$ cat src/rtl/trig_angle_cordic_if.sv
// Request/result bundle for the vectoring CORDIC angle unit.
// master drives the request, slave (the unit) returns the angle.
interface trig_angle_cordic_if;
    logic              start;
    logic signed [9:0] sin_val;
    logic signed [9:0] cos_val;
    logic              busy;
    logic              done;
    logic [11:0]       degree;
    logic              invalid;

    modport master (
        output start, sin_val, cos_val,
        input  busy, done, degree, invalid
    );

    modport slave (
        input  start, sin_val, cos_val,
        output busy, done, degree, invalid
    );
endinterface

$ cat src/rtl/trig_angle_cordic.sv
// Iterative vectoring-mode CORDIC: (sin, cos) -> angle in 0.1 deg codes.
// One result every ITERS+3 clocks; done pulses for one cycle.
module trig_angle_cordic #(
    parameter int ITERS = 12,
    parameter int FRAC  = 4,
    parameter int IW    = 14
) (
    input logic             clk,
    input logic             rst,
    trig_angle_cordic_if.slave bus
);
    localparam int ZW = $clog2(3600 << FRAC) + 1;
    localparam int CW = $clog2(ITERS);
    localparam int RW = ZW - FRAC + 1;

    typedef enum logic [1:0] {
        S_IDLE, S_LOAD, S_ITER, S_FINAL
    } state_t;

    state_t               state_q, state_d;
    logic signed [IW-1:0] x_q, x_d, y_q, y_d;
    logic signed [ZW-1:0] z_q, z_d;
    logic [CW-1:0]        i_q, i_d;
    logic                 zero_q, zero_d;
    logic                 done_q, done_d;
    logic                 inv_q, inv_d;
    logic [11:0]          deg_q, deg_d;

    logic signed [IW-1:0] xs, ys;
    logic signed [ZW-1:0] a_w, zr;
    logic signed [RW-1:0] r;

    // atan(2^-k) in units of 0.1 deg / 2^12
    function automatic int atan_q12(input int k);
        case (k)
            0:  return 1843200;
            1:  return 1088104;
            2:  return 574925;
            3:  return 291841;
            4:  return 146487;
            5:  return 73315;
            6:  return 36666;
            7:  return 18334;
            8:  return 9167;
            9:  return 4584;
            10: return 2292;
            11: return 1146;
            12: return 573;
            13: return 286;
            default: return 0;
        endcase
    endfunction

    // Rescale the fine table to FRAC fractional bits, rounding half up
    function automatic logic signed [ZW-1:0] atan_c(input logic [CW-1:0] k);
        int t;
        t = atan_q12(int'(k));
        return ZW'((t + (1 << (11 - FRAC))) >>> (12 - FRAC));
    endfunction

    // State register
    always_ff @(posedge clk or negedge rst) begin
        if (!rst) state_q <= S_IDLE;
        else      state_q <= state_d;
    end

    // Next-state logic; start outside IDLE is dropped
    always_comb begin
        state_d = state_q;
        unique case (state_q)
            S_IDLE:  if (bus.start) state_d = S_LOAD;
            S_LOAD:  state_d = S_ITER;
            S_ITER:  if (i_q == CW'(ITERS - 1)) state_d = S_FINAL;
            S_FINAL: state_d = S_IDLE;
            default: state_d = S_IDLE;
        endcase
    end

    // Outputs: busy follows the non-idle states, results are registered
    always_comb begin
        bus.busy    = (state_q != S_IDLE);
        bus.done    = done_q;
        bus.degree  = deg_q;
        bus.invalid = inv_q;
    end

    // Datapath next-state: latch, pre-rotate, micro-rotate, round/wrap
    always_comb begin
        x_d    = x_q;
        y_d    = y_q;
        z_d    = z_q;
        i_d    = i_q;
        zero_d = zero_q;
        done_d = 1'b0;
        inv_d  = inv_q;
        deg_d  = deg_q;
        xs     = x_q >>> i_q;
        ys     = y_q >>> i_q;
        a_w    = atan_c(i_q);
        zr     = z_q + ZW'(1 << (FRAC - 1));
        r      = RW'(zr >>> FRAC);
        unique case (state_q)
            S_IDLE: begin
                if (bus.start) begin
                    x_d = IW'(bus.cos_val);
                    y_d = IW'(bus.sin_val);
                end
            end
            S_LOAD: begin
                zero_d = (x_q == '0) && (y_q == '0);
                i_d    = '0;
                if (x_q[IW-1]) begin
                    x_d = -x_q;
                    y_d = -y_q;
                    z_d = ZW'(1800 << FRAC);
                end else begin
                    z_d = '0;
                end
            end
            S_ITER: begin
                i_d = i_q + 1'b1;
                if (!y_q[IW-1]) begin
                    x_d = x_q + ys;
                    y_d = y_q - xs;
                    z_d = z_q + a_w;
                end else begin
                    x_d = x_q - ys;
                    y_d = y_q + xs;
                    z_d = z_q - a_w;
                end
            end
            S_FINAL: begin
                done_d = 1'b1;
                inv_d  = zero_q;
                // wrap into 0..3599 using modulo-4096 arithmetic on 12 bits
                if (zero_q)
                    deg_d = '0;
                else if (r[RW-1])
                    deg_d = r[11:0] + 12'd3600;
                else if (r >= RW'(3600))
                    deg_d = r[11:0] + 12'd496;
                else
                    deg_d = r[11:0];
            end
            default: ;
        endcase
    end

    // Datapath and result registers
    always_ff @(posedge clk or negedge rst) begin
        if (!rst) begin
            x_q    <= '0;
            y_q    <= '0;
            z_q    <= '0;
            i_q    <= '0;
            zero_q <= 1'b0;
            done_q <= 1'b0;
            inv_q  <= 1'b0;
            deg_q  <= '0;
        end else begin
            x_q    <= x_d;
            y_q    <= y_d;
            z_q    <= z_d;
            i_q    <= i_d;
            zero_q <= zero_d;
            done_q <= done_d;
            inv_q  <= inv_d;
            deg_q  <= deg_d;
        end
    end
endmodule
$ cat src/flat_wrapper.sv
// flat-port wrapper written by rule: the top's interface ports become plain ports
module trig_angle_cordic_flat 
#(
    parameter int ITERS = 12,
    parameter int FRAC  = 4,
    parameter int IW    = 14
)
  (clk, rst, bus_start, bus_sin_val, bus_cos_val, bus_busy, bus_done, bus_degree, bus_invalid);
  trig_angle_cordic_if bus_i ();
  input logic clk;
  input logic rst;
  input wire logic [$bits(bus_i.start)-1:0] bus_start;
  input wire logic [$bits(bus_i.sin_val)-1:0] bus_sin_val;
  input wire logic [$bits(bus_i.cos_val)-1:0] bus_cos_val;
  output wire logic [$bits(bus_i.busy)-1:0] bus_busy;
  output wire logic [$bits(bus_i.done)-1:0] bus_done;
  output wire logic [$bits(bus_i.degree)-1:0] bus_degree;
  output wire logic [$bits(bus_i.invalid)-1:0] bus_invalid;
  assign bus_i.start = bus_start;
  assign bus_i.sin_val = bus_sin_val;
  assign bus_i.cos_val = bus_cos_val;
  assign bus_busy = bus_i.busy;
  assign bus_done = bus_i.done;
  assign bus_degree = bus_i.degree;
  assign bus_invalid = bus_i.invalid;
  trig_angle_cordic #(.ITERS(ITERS), .FRAC(FRAC), .IW(IW)) u_core (.clk(clk), .rst(rst), .bus(bus_i));
endmodule
$ cat config.mk
export PLATFORM = sky130hd
export DESIGN_NAME = trig_angle_cordic_flat
export DESIGN_NICKNAME = d
export VERILOG_FILES = /design/src/rtl/trig_angle_cordic_if.sv /design/src/rtl/trig_angle_cordic.sv /design/src/flat_wrapper.sv
export SDC_FILE = /design/constraint.sdc
export NUM_CORES = 1
export LEC_CHECK = 0
export ABC_AREA = 1
export CORE_MARGIN = 2
export CORE_UTILIZATION = 63
export DETAILED_ROUTE_END_ITERATION = 12
export HOLD_SLACK_MARGIN = 0.08
export PLACE_DENSITY = 0.94
export SYNTH_ARGS = -nofsm -noshare
export SYNTH_HDL_FRONTEND = slang
export SYNTH_SLANG_ARGS = --single-unit
$ cat constraint.sdc
create_clock -name clk -period 4.95 [get_ports clk]
set_input_delay 1.485 -clock clk [delete_from_list [all_inputs] [get_ports clk]]
set_output_delay 1.485 -clock clk [all_outputs]
set_load 0.05 [all_outputs]
==> out/qor.yml <==
drt:
  drc_errors: 0
  routed_wl_mm: 24.26
  first_pass_iters: 6
  wl_per_cell_um: 15.24
  ant_nets: 0
  drt_iter0_drc: 972
  vias_per_cell: 6.014
  vias: 9574
yosys:
  synth-seq-area-share: 0.1976
  synth_area_mm2: 0.008358
  yosys_warnings: 0
  synthFlopType: "dfrtp_1"
  yosys_register_bits: 66
  synth_cells: 1391
  synth_cell_types: 54
  synth_nets: 1480
  synth_edf_count: 0
  ys_async_sr_fraction: 1.000
  syn_avg_cell_area_um2: 6.009
timing:
  fin_crit_ns: 4.327
  drv_slew: 0
  fin_setup_tns_ns: 0
  fin_crit_sh: 0.8741
  worst_slew_pin_slew_ns: 0.8113
  rsz0062_at_grt: "no"
  finClkSkew_ns: 0.01524
  slew_headroom: 0.4585
  fmax_mhz: 231.1
  final-hold-violation-count: 0
  finalSetupViolCount: 0
global_routing:
  grt_pass1_vias: 8838
  overflow: 0
  grt_util_all_layers: 0.3486
  grt_start_max_net_pins: 53
  grt_pass1_wl_mm: 40.79
  antenna_found_initial: 0
floorplanning:
  die-width_um: 119.2
  core-area_mm2: 0.01309
  die_y_um: 119.2
  rows: 42
  initial_core_util: 0.6387
  die-area_mm2: 0.01420
  io_pins: 38
worst_setup_path:
  crit_required_ns: 5.20
  cp_top_family: "adder cells"
  start_kind: "register"
  endpoint_kind: "register"
  cp_common_cell: "nand2_1"
  crit_arrival_ns: 4.57
  max_stage_delay_ns: 0.66
  crit_path_max_fanout: 17
  crit_slowest_cell: "dfrtp_1"
  worst-path-buf-inv: 4
  path_class: "reg -> reg"
clock_network:
  post_cts_buffers: 0
  cts_buffer_depth: 2
  cts_made_buffers: 9
  worstSkewPairLatency_ns: 0.36
  cts.clk_slew.worst_paths_ns: 0.06
  htree_levels: 3
  cts_tree: "built"
  clock-root-buffer: "clkbuf_16"
  cts.sinks: 66
placed_design:
  place_congestion: 0.9581
  placed_area_mm2: 0.008847
  dpl.hpwl_mm: 18.00
  port-buffer-count: 37
layout:
  layout_commonest_cell: "nand2_1"
  layout-drive-gt1-share: 0.04732
  fin_nets: 1500
  syn_to_final_growth_pct: 9.296
  final_util: 0.6981
  final_area_mm2: 0.009135
  diodes: 0
  final_cell_mix: "nand2_1 (390), nand3_1 (174), inv_1 (152), o21ai_0 (119), nor2_1 (117)"
min_path:
  min_path_type: "reg -> reg"
flow_run:
  cap_viol_max_count: 0
run_status:
  status: "finished, final reports clean"
per-layer routing:
layer / wire length (um) / track usage / part of all wire
met1: 10080 / 0.4444 / 0.42
met2: 11330 / 0.5805 / 0.47
met3: 1898 / 0.05651 / 0.078
met4: 953 / 0.1555 / 0.039
met5: 0 / 0 / 0
area by class of cell:
cell class                      instances  area (um2)
Multi-Input combinational cell       1121        5893
Fill cell                            1162        3950
Sequential cell                        66        1652
Inverter                              161       606.8
Timing Repair Buffer                   52       478.0
Clock buffer                            9       225.2
Tap cell                              176       220.2
Clock inverter                          7       60.06
metrics by stage:
step / hold slack (ns) / setup slack, ns / std cells
floorplan: 0.4581 / 0.8642 / 1391
global placement: 0.4629 / 0.7325 / 1576
detailed placement: 0.4687 / 0.5696 / 1576
CTS: 0.4869 / 0.5245 / 1592
global route: 0.5138 / 0.07797 / 1592
finish: 0.4825 / 0.6230 / 1592
Yosys cell counts, drive strengths merged (2+ instances only):
library cell | number | area (um2)
or2 | 2 | 12.51
nand3 | 175 | 880.9
a211oi | 2 | 15.01
dfrtp | 66 | 1652
o21ai | 136 | 691.9
nand2 | 394 | 1494
nor3 | 16 | 90.09
nor2 | 126 | 500.5
xor2 | 25 | 219.0
o31ai | 4 | 30.03
fa | 3 | 60.06
nand4 | 19 | 118.9
a21oi | 78 | 394.1
o22ai | 10 | 62.56
a22oi | 2 | 15.01
a21boi | 4 | 30.03
nand3b | 5 | 37.54
xnor2 | 7 | 61.31
clkbuf | 24 | 90.09
o21a | 4 | 30.03
a22o | 2 | 17.52
ha | 63 | 788.3
mux2 | 2 | 22.52
o211ai | 13 | 97.59
o21bai | 4 | 30.03
inv | 160 | 600.6
a31oi | 13 | 81.33
buf | 19 | 118.9
worst paths after layout:
kind	end	startpoint	slack, ns	cells past startpoint
worst max-delay path	u_core.z_q[12]$_DFFE_PN0N_	u_core.i_q[2]$_DFFE_PN0N_	0.62	25
worst min-delay path	u_core.bus.degree[0]$_DFFE_PN0P_	u_core.bus.degree[0]$_DFFE_PN0P_	0.48	2
worst max register to register	u_core.z_q[12]$_DFFE_PN0N_	u_core.i_q[2]$_DFFE_PN0N_	0.62	25
worst min register to register	u_core.bus.degree[0]$_DFFE_PN0P_	u_core.bus.degree[0]$_DFFE_PN0P_	0.48	2
max in group asynchronous	u_core.i_q[3]$_DFFE_PN0N_	rst	2.74	2
min in group asynchronous	u_core.bus.degree[6]$_DFFE_PN0P_	rst	1.20	1
worst reg2reg max path, stage by stage, from the launching register on:
cell and delay, ns:
dfrtp_1 0.66, inv_2 0.27, nand2_1 0.16, nand3_1 0.07, o21ai_0 0.14, inv_1 0.08
ha_1 0.25, xnor2_1 0.26, ha_1 0.27, nand2_1 0.06, o21ai_0 0.15, fa_1 0.47
inv_1 0.08, nand3_1 0.08, nand2_1 0.10, nand2_1 0.07, nand2_1 0.06, a21oi_1 0.10
o21ai_1 0.25, inv_1 0.07, nor2_1 0.09, nor2_1 0.05, o21ai_0 0.20, nand2_1 0.09
nand2_1 0.08, o21bai_1 0.08
state kept, by name, summed over array words and instances, names as in the netlist:
register            cells
u_core.y_q             14
u_core.x_q             14
u_core.state_q          2
u_core.i_q              4
u_core.bus.invalid      1
u_core.zero_q           1
u_core.z_q             17
u_core.bus.degree      12
u_core.bus.done         1
cell families (layout without fill, tap and decap cells):
| group | count (synthesis) | in the layout | share of synthesized area |
|---|---|---|---|
| muxes | 2 | 2 | 0.002694 |
| adders and majority gates | 66 | 66 | 0.1015 |
| AOI/OAI and AO/OA | 281 | 281 | 0.1883 |
| xor gates and xnor gates | 32 | 32 | 0.03353 |
| buffers and inverters | 204 | 229 | 0.09731 |
| DFF | 66 | 66 | 0.1976 |
| and+or+nand+nor | 740 | 740 | 0.3790 |
repair_timing:
| action | CTS | global route |
|---|---|---|
| endpoints found under the setup margin | 0 | 3 |
| resized for setup | 0 | 3 |
| hold buffers | 0 | 0 |
Power is not shown: default switching activity piles up to over one toggle a cycle in this logic, so the estimate is an artifact.
